`src/rtl/alu_divider_pkg.sv`:
```
// Shared types for the iterative divider: FSM state encoding and per-operation flags.
package alu_divider_pkg;

  localparam int DIV_WIDTH = 32;

  typedef enum logic [1:0] {
    DIV_IDLE = 2'd0,
    DIV_CALC = 2'd1,
    DIV_FIX  = 2'd2
  } div_state_e;

  // Sign/exception information captured at load and consumed in FIX.
  typedef struct packed {
    logic q_neg;
    logic r_neg;
    logic div_zero;
  } div_flags_t;

endpackage

```
`src/rtl/alu_divider_cla.sv`:
```
// Carry-lookahead adder (4-bit lookahead groups); the divider uses it as a trial subtractor.
// WIDTH must be a multiple of 4.
module alu_divider_cla #(
  parameter int WIDTH = 32
) (
  input  logic [WIDTH-1:0] i_a,
  input  logic [WIDTH-1:0] i_b,
  input  logic             i_cin,
  output logic [WIDTH-1:0] o_sum,
  output logic             o_cout
);

  logic [WIDTH-1:0] w_g;
  logic [WIDTH-1:0] w_p;

  assign w_g = i_a & i_b;
  assign w_p = i_a ^ i_b;

  always_comb begin
    logic [4:0] w_c;
    // NOTE: every output gets a default before the loop so no path leaves it unassigned (no latch);
    // w_c is a block-local temporary, so blocking updates chain correctly from group to group.
    w_c    = '0;
    o_sum  = '0;
    w_c[0] = i_cin;
    for (int k = 0; k < WIDTH; k += 4) begin
      w_c[1] = w_g[k] | (w_p[k] & w_c[0]);
      w_c[2] = w_g[k+1] | (w_p[k+1] & w_g[k]) | (&w_p[k+1 -: 2] & w_c[0]);
      w_c[3] = w_g[k+2] | (w_p[k+2] & w_g[k+1]) | (&w_p[k+2 -: 2] & w_g[k])
             | (&w_p[k+2 -: 3] & w_c[0]);
      w_c[4] = w_g[k+3] | (w_p[k+3] & w_g[k+2]) | (&w_p[k+3 -: 2] & w_g[k+1])
             | (&w_p[k+3 -: 3] & w_g[k]) | (&w_p[k+3 -: 4] & w_c[0]);
      o_sum[k +: 4] = w_p[k +: 4] ^ w_c[3:0];
      w_c[0] = w_c[4];
    end
    o_cout = w_c[0];
  end

endmodule

```
`src/rtl/alu_divider.sv`:
```
// Multi-cycle restoring divider, one quotient bit per clock, signed or unsigned.
// Build option ALU_DIV_ZERO_FAST_EN: a zero divisor skips CALC and finishes in one cycle.
module alu_divider
  import alu_divider_pkg::*;
#(
  parameter int WIDTH = DIV_WIDTH
) (
  input  logic             clk,
  input  logic             rst,
  input  logic             start,
  input  logic             sign,
  input  logic [WIDTH-1:0] dividend,
  input  logic [WIDTH-1:0] divisor,
  output logic             busy,
  output logic             done,
  output logic [WIDTH-1:0] quotient,
  output logic [WIDTH-1:0] remainder,
  output logic             div_zero
);

  localparam int               CNT_W    = $clog2(WIDTH);
  localparam logic [CNT_W-1:0] LAST_CNT = CNT_W'(WIDTH - 1);

  div_state_e       r_state;
  div_state_e       w_next;
  logic [CNT_W-1:0] r_cnt;
  logic [WIDTH-1:0] r_rem;
  logic [WIDTH-1:0] r_quo;
  logic [WIDTH-1:0] r_div;
  logic [WIDTH-1:0] r_dvd_raw;
  div_flags_t       r_flags;
  logic             r_done;
  logic [WIDTH-1:0] r_quotient;
  logic [WIDTH-1:0] r_remainder;
  logic             r_div_zero;

  logic [WIDTH-1:0] w_dvd_mag;
  logic [WIDTH-1:0] w_dsr_mag;
  logic             w_dsr_zero;
  logic [WIDTH-1:0] w_rem_shift;
  logic [WIDTH-1:0] w_trial;
  logic             w_cout;
  logic             w_nonneg;

  assign w_dvd_mag   = (sign && dividend[WIDTH-1]) ? -dividend : dividend;
  assign w_dsr_mag   = (sign && divisor[WIDTH-1])  ? -divisor  : divisor;
  assign w_dsr_zero  = (divisor == '0);
  assign w_rem_shift = {r_rem[WIDTH-2:0], r_quo[WIDTH-1]};

  // Trial subtract rem - divisor as rem + ~divisor + 1.
  alu_divider_cla #(
    .WIDTH(WIDTH)
  ) u_trial_sub (
    .i_a   (w_rem_shift),
    .i_b   (~r_div),
    .i_cin (1'b1),
    .o_sum (w_trial),
    .o_cout(w_cout)
  );

  // The bit shifted out of rem is the (WIDTH+1)th bit of the subtract: if set, the trial is non-negative.
  assign w_nonneg = w_cout | r_rem[WIDTH-1];

  // NOTE: sequential state uses non-blocking assignments so every register samples pre-edge values.
  always_ff @(posedge clk or posedge rst) begin
    if (rst) r_state <= DIV_IDLE;
    else     r_state <= w_next;
  end

  always_comb begin
    w_next = r_state;
    case (r_state)
      DIV_IDLE: begin
        if (start) begin
`ifdef ALU_DIV_ZERO_FAST_EN
          w_next = w_dsr_zero ? DIV_FIX : DIV_CALC;
`else
          w_next = DIV_CALC;
`endif
        end
      end
      DIV_CALC: if (r_cnt == LAST_CNT) w_next = DIV_FIX;
      DIV_FIX:  w_next = DIV_IDLE;
      default:  w_next = DIV_IDLE;
    endcase
  end

  always_ff @(posedge clk or posedge rst) begin
    if (rst) begin
      r_cnt       <= '0;
      r_rem       <= '0;
      r_quo       <= '0;
      r_div       <= '0;
      r_dvd_raw   <= '0;
      r_flags     <= '0;
      r_done      <= 1'b0;
      r_quotient  <= '0;
      r_remainder <= '0;
      r_div_zero  <= 1'b0;
    end else begin
      r_done <= 1'b0;
      case (r_state)
        DIV_IDLE: begin
          if (start) begin
            r_quo     <= w_dvd_mag;
            r_div     <= w_dsr_mag;
            r_dvd_raw <= dividend;
            r_rem     <= '0;
            r_cnt     <= '0;
            r_flags   <= '{q_neg:    sign & (dividend[WIDTH-1] ^ divisor[WIDTH-1]),
                           r_neg:    sign & dividend[WIDTH-1],
                           div_zero: w_dsr_zero};
          end
        end
        DIV_CALC: begin
          r_rem <= w_nonneg ? w_trial : w_rem_shift;
          r_quo <= {r_quo[WIDTH-2:0], w_nonneg};
          r_cnt <= r_cnt + 1'b1;
        end
        DIV_FIX: begin
          r_done <= 1'b1;
          if (r_flags.div_zero) begin
            // Divide by zero reports all-ones and hands back the dividend untouched.
            r_quotient  <= '1;
            r_remainder <= r_dvd_raw;
            r_div_zero  <= 1'b1;
          end else begin
            r_quotient  <= r_flags.q_neg ? -r_quo : r_quo;
            r_remainder <= r_flags.r_neg ? -r_rem : r_rem;
            r_div_zero  <= 1'b0;
          end
        end
        default: ;
      endcase
    end
  end

  assign busy      = (r_state != DIV_IDLE);
  assign done      = r_done;
  assign quotient  = r_quotient;
  assign remainder = r_remainder;
  assign div_zero  = r_div_zero;

endmodule

```
`config.mk`:
```
export PLATFORM = sky130hd
export DESIGN_NAME = alu_divider
export DESIGN_NICKNAME = d
export VERILOG_FILES = /design/src/rtl/alu_divider_pkg.sv /design/src/rtl/alu_divider_cla.sv /design/src/rtl/alu_divider.sv
export SDC_FILE = /design/constraint.sdc
export NUM_CORES = 1
export LEC_CHECK = 0
export ABC_AREA = 1
export BUFFER_PORTS_ARGS = -buffer_cell sky130_fd_sc_hd__buf_2
export CORE_ASPECT_RATIO = 1.4
export CORE_MARGIN = 2
export CORE_UTILIZATION = 62
export CTS_BUF_LIST = sky130_fd_sc_hd__clkbuf_4
export DETAILED_ROUTE_END_ITERATION = 10
export PLACE_DENSITY = 0.89
export SYNTH_ARGS = -nofsm -noshare
export SYNTH_HDL_FRONTEND = slang
export SYNTH_SLANG_ARGS = --single-unit
```
`constraint.sdc`:
```
create_clock -name clk -period 10.2 [get_ports clk]
set_clock_uncertainty 0.2 [all_clocks]
set_input_delay 2.04 -clock clk [delete_from_list [all_inputs] [get_ports clk]]
set_output_delay 2.04 -clock clk [all_outputs]
set_load 0.02 [all_outputs]
```
* Word level (Yosys, flattened, before mapping)
Index checks and enable logic that the tools add are counted.
** Storage, ports and cells
- Register bits after elaboration :: 204
- Input port bits :: 68
- Output and inout port bits :: 67
- Word-level logic and storage cells :: 269
** Operators by class
- Add/sub/neg operators :: 5
- Equal/unequal tests :: 5
- Muxes and demuxes :: 18
- Bitwise gates (word level) :: 171
- Reductions and logical operators :: 57
** Operators with widths (count)
- 32-bit two-way mux :: 9
- 32-bit negation :: 4
- 32-bit case mux with 2 select lines :: 2
- 1-bit bitwise OR :: 81
- 1-bit bitwise AND :: 78
- 2-bit AND reduction :: 27
- 3-bit AND reduction :: 16
- 32-bit bitwise AND :: 1
- 32-bit zero test :: 1
- 32-bit NOT :: 1
- 4-bit AND reduction :: 8
- 32-bit bitwise XOR :: 1
- 4-bit bitwise XOR :: 8
- 5-bit case mux with 2 select lines :: 1
- 5-bit by 1-bit adder with 5-bit output, second input constant :: 1
- 5-bit == test, second input constant :: 1
- 5-bit two-way mux :: 1
- 2-bit two-way mux :: 2
- 2-bit inequality test, second input constant :: 2
- 2-bit case mux with 2 select lines :: 1
- 2-bit nonzero test :: 2
- 2-bit by 1-bit == test with 1-bit output, second input constant :: 1
- 2-bit == test, second input constant :: 1
- 1-bit logical AND :: 2
- 3 further kinds :: 4

* Depth between registers and ports, before layout
- Depth in word-level cells :: 24
- Mapped depth :: 24

* Modules after synthesis
Synthesis repeated with hierarchy kept, for this count alone.
** Second synthesis, totals
- Cell total of the unflattened synthesis :: 1913
- Area total of the unflattened synthesis :: 13628.1 sq um
** Modules (own cells, without submodules)
- alu_divider :: instances 1, cells an instance 1731, area each 12259.3 sq um
- alu_divider_cla :: instances 1, cells an instance 182, area each 1368.8 sq um

* Worst setup path before layout
OpenSTA, ideal clock, no wires.
- Path type :: input to register
- Start :: input divisor[1]
- End :: register r_div[26]
- Data arrival time :: 3.738 ns
- Setup slack :: 6.133 ns
- Cell stages on the path :: 15
- Path through :: inv_1 -> ha_1 -> nand2_1 -> nor2_2 -> nand2_1 -> nor2_2 -> nand2_1 -> or3_1 -> nor2_1 -> nand3_1 -> nor2_1 -> nand3_1 -> nand2_1 -> xor2_1 -> o21ai_1
** On the way
- Cells in the longest elaborated chain, start to end :: 2
** RTL lines
- start, declared :: line alu_divider.sv:13 : input logic [WIDTH-1:0] divisor,
- 32-bit negation :: line alu_divider.sv:46 : assign w_dsr_mag = (sign && divisor[WIDTH-1]) ? -divisor : divisor;
- 32-bit two-way mux :: line alu_divider.sv:46
- end signal, assigned :: line alu_divider.sv:106 : r_div <= w_dsr_mag;
- end, declared :: line alu_divider.sv:29 : logic [WIDTH-1:0] r_div;
No other way between the ends.
A chain may end at the register's enable or synchronous reset.

* Worst setup path after layout
- Start :: input start
- End :: register r_quo[19]
** On the way
- Cells in the longest elaborated chain, start to end :: 2
** RTL lines
- start, declared :: line alu_divider.sv:10 : input logic start,
- 2-bit inequality test (no line)
- 2-bit AND reduction (no line)
- end signal, assigned :: line alu_divider.sv:105 : r_quo <= w_dvd_mag;
- end signal, assigned :: line alu_divider.sv:117 : r_quo <= {r_quo[WIDTH-2:0], w_nonneg};
- end, declared :: line alu_divider.sv:28 : logic [WIDTH-1:0] r_quo;
No other way between the ends.

==> out/results.txt <==
die width -> 124 µm
total power -> 4.51 mW
LEAKAGE -> 7.00 nW
slew of the pin with the lowest slew margin -> 1.02 ns
Clock Latency Late Sink -> 0.70 ns
post-route ant nets -> 0
RSZ-0062 raised after global routing -> no
area grow syn2layout -> 11.2%
CP delay by family, top -> buffers and inverters
Synth top area share -> 40.5%
Vias/cell -> 5.78
synthesized instance count -> 1,655
CP Launch Type -> input pin
Max Root-Sink Buffers -> 3
PostCTS Resize Cnt -> 0
pin count of the biggest net entering global routing -> 146
status -> completed
Max-Cap Viols -> 0
Synth cell types -> 47
f_max -> 207 MHz
first-pass iteration count of the detailed router -> 5
gpl congestion -> 1.00
Comb power frac -> 52.4%
Synth area leaders -> dfrtp_1, nand2_1, o21ai_0
WP buf/inv -> 4
Initial DRC Count -> 1,098
CP peak stage delay -> 0.97 ns
Design Area, Final -> 14,000 µm²
worst-path fanout max -> 43
cell chain of the critical path -> buf_2, nand2_4, clkinv_1, nor2_4, buf_4, inv_1, o221ai_1
Seq pwr share -> 32.1%
FF-to-FF path depth -> 24
clock power share -> 15.5%
period utilization -> 47.3%
sinks on the clock net -> 204
Port Buffer Count -> 134
grt total ovfl -> 0
share of cells above drive strength 1 -> 13.8%
Crit Path Category -> input pin to register
count leader, synth -> nand2_1
Worst EP required -> 10.58 ns
post-synthesis async set-or-reset flop share -> 100%
P_sw -> 2.14 mW
die height -> 173 µm
hold buffer count at cts -> 0
TNS Setup -> 0 ns
Worst EP arrival -> 5.21 ns
vias in the first global route -> 11,521
worst slack at placement -> 4.76 ns
pwr/cell area -> 322 nW/µm²
CTS Buf Count -> 49
switching part of the total -> 47.3%
Final Worst Setup Slack -> 5.38 ns
Post-synth top flop -> dfrtp_1
Rows -> 61
Setup crit start -> start
worst r2r src -> r_quo[31]$_DFFE_PP0P_
clock tree root driver cell -> clkbuf_4
Post-synth EDFFs -> 0
Mapped Area -> 12,600 µm²
final hold viol count -> 0
GRT Total Usage -> 31.4%
max_slew headroom -> 32.2%
initial antenna violation count -> 1
Post-Syn Nets -> 1,769
dpl cell area -> 13,400 µm²
register area share after synthesis -> 40.5%
synthesis-stage register bit count -> 204
Reg clk slew, reported paths -> 0.07 ns
worst reg-to-reg setup slack -> 6.20 ns
Routed wire per std cell -> 16.5 µm
mean post-synth cell area -> 7.61 µm²
CTS H-tree depth -> 2
Starting Density -> 63.2%
Slowest cell on crit path -> nor2_4
final net count -> 1,887
CTS tree -> yes
die area -> 21,500 µm²
Setup crit end -> r_quo[19]$_DFFE_PP0P_
maximum vdd drop -> 0.147 mV
Setup Buffers After CTS -> 0
internal power -> 2.38 mW
I/O pin total -> 135
first-pass GRT wire length -> 55,900 µm
Final Setup Violations -> 0
core area -> 19,900 µm²
pins over their slew limit -> 0
post-synth top area cell -> dfrtp_1
DP HPWL -> 24,800 µm
critical path capture point type -> register
Crit path depth -> 7
synth cell count leaders -> nand2_1, dfrtp_1, inv_1
min Tclk post-route -> 4.82 ns
Hold Path Class -> register to register
total routed wirelength -> 33,900 µm
drt drc -> 0
Worst R2R End -> r_rem[30]$_DFFE_PP0P_
via count of the routed design -> 11,915
Syn. warnings -> 0
through the flow:
step                utilization [%]  hold slack, ns  instances
floorplan                         -           0.248       1655
global placement               67.1           0.262       1974
detailed placement             67.1           0.266       1974
CTS                            70.3           0.281       2060
global route                   70.3           0.305       2061
finish                         70.3           0.276       2061
power groups by stage:
stage / logic, mW / registers [mW] / clock network, mW
floorplan: 1.88 / 1.38 / 0
global placement: 2.21 / 1.43 / 0
detailed placement: 2.34 / 1.45 / 0
CTS: 2.36 / 1.44 / 0.704
global route: 2.72 / 1.49 / 0.747
finish: 2.37 / 1.45 / 0.698
final cells by class:
class,count,area (µm²)
Tap cell,252,315
Inverter,189,717
Multi-Input combinational cell,1186,6500
Clock buffer,66,495
Clock inverter,20,133
Timing Repair Buffer,143,738
Sequential cell,204,5100
Antenna cell,1,2.50
Fill cell,1595,5920
sequential cells by signal, indices dropped and copies added (netlist names):
register and flops:
r_flags 3, r_rem 32, done 1, r_cnt 5, r_dvd_raw 32, remainder 32, r_div 32, r_state 2
r_quo 32, div_zero 1, quotient 32
logic make-up after synthesis:
logic type	synth area share, %
adder cells (fa/ha/maj)	4.99
AO/OA/AOI/OAI	14.5
AND/OR/NAND/NOR	25.2
buffers and inverters	8.13
XOR/XNOR	6.60
flip-flops	40.5
layer usage:
metal	track usage (%)	part of all wire, %	up-vias
li1	-	-	5740
met1	36.4	38	5609
met2	55.2	50	453
met3	4.61	5.7	113
met4	17.9	5.8	0
met5	0	0	-
worst reg2reg max path: cells and delay by family (launching register included):
kind,cells,cell delay [ns]
AND/OR/NAND/NOR,22,2.72
buffers and inverters,1,0.15
adder cells (fa/ha/maj),1,0.34
flip-flops,1,0.45
placed cells by master, fill, tap and decap left out, types with 61 or more instances in the layout:
cell type  instances
xor2_1            82
buf_2            134
nand2_1          388
nor2_1           130
clkbuf_4          66
a21oi_1           61
dfrtp_1          204
nand3_1          100
o21ai_0          148
inv_1            183
worst min path at each step:
| stage | start | end | slack [ns] | cells after the start |
|---|---|---|---|---|
| after floorplan | r_dvd_raw[10]$_DFFE_PP0P_ | r_dvd_raw[10]$_DFFE_PP0P_ | 0.25 | 2 |
| after global placement | remainder[9]$_DFFE_PP0P_ | remainder[9]$_DFFE_PP0P_ | 0.26 | 2 |
| after detailed placement | remainder[22]$_DFFE_PP0P_ | remainder[22]$_DFFE_PP0P_ | 0.27 | 2 |
| after CTS | remainder[25]$_DFFE_PP0P_ | remainder[25]$_DFFE_PP0P_ | 0.28 | 2 |
| after global routing | remainder[7]$_DFFE_PP0P_ | remainder[7]$_DFFE_PP0P_ | 0.31 | 2 |
| final | remainder[25]$_DFFE_PP0P_ | remainder[25]$_DFFE_PP0P_ | 0.28 | 2 |
(Power assumes the default switching activity.)
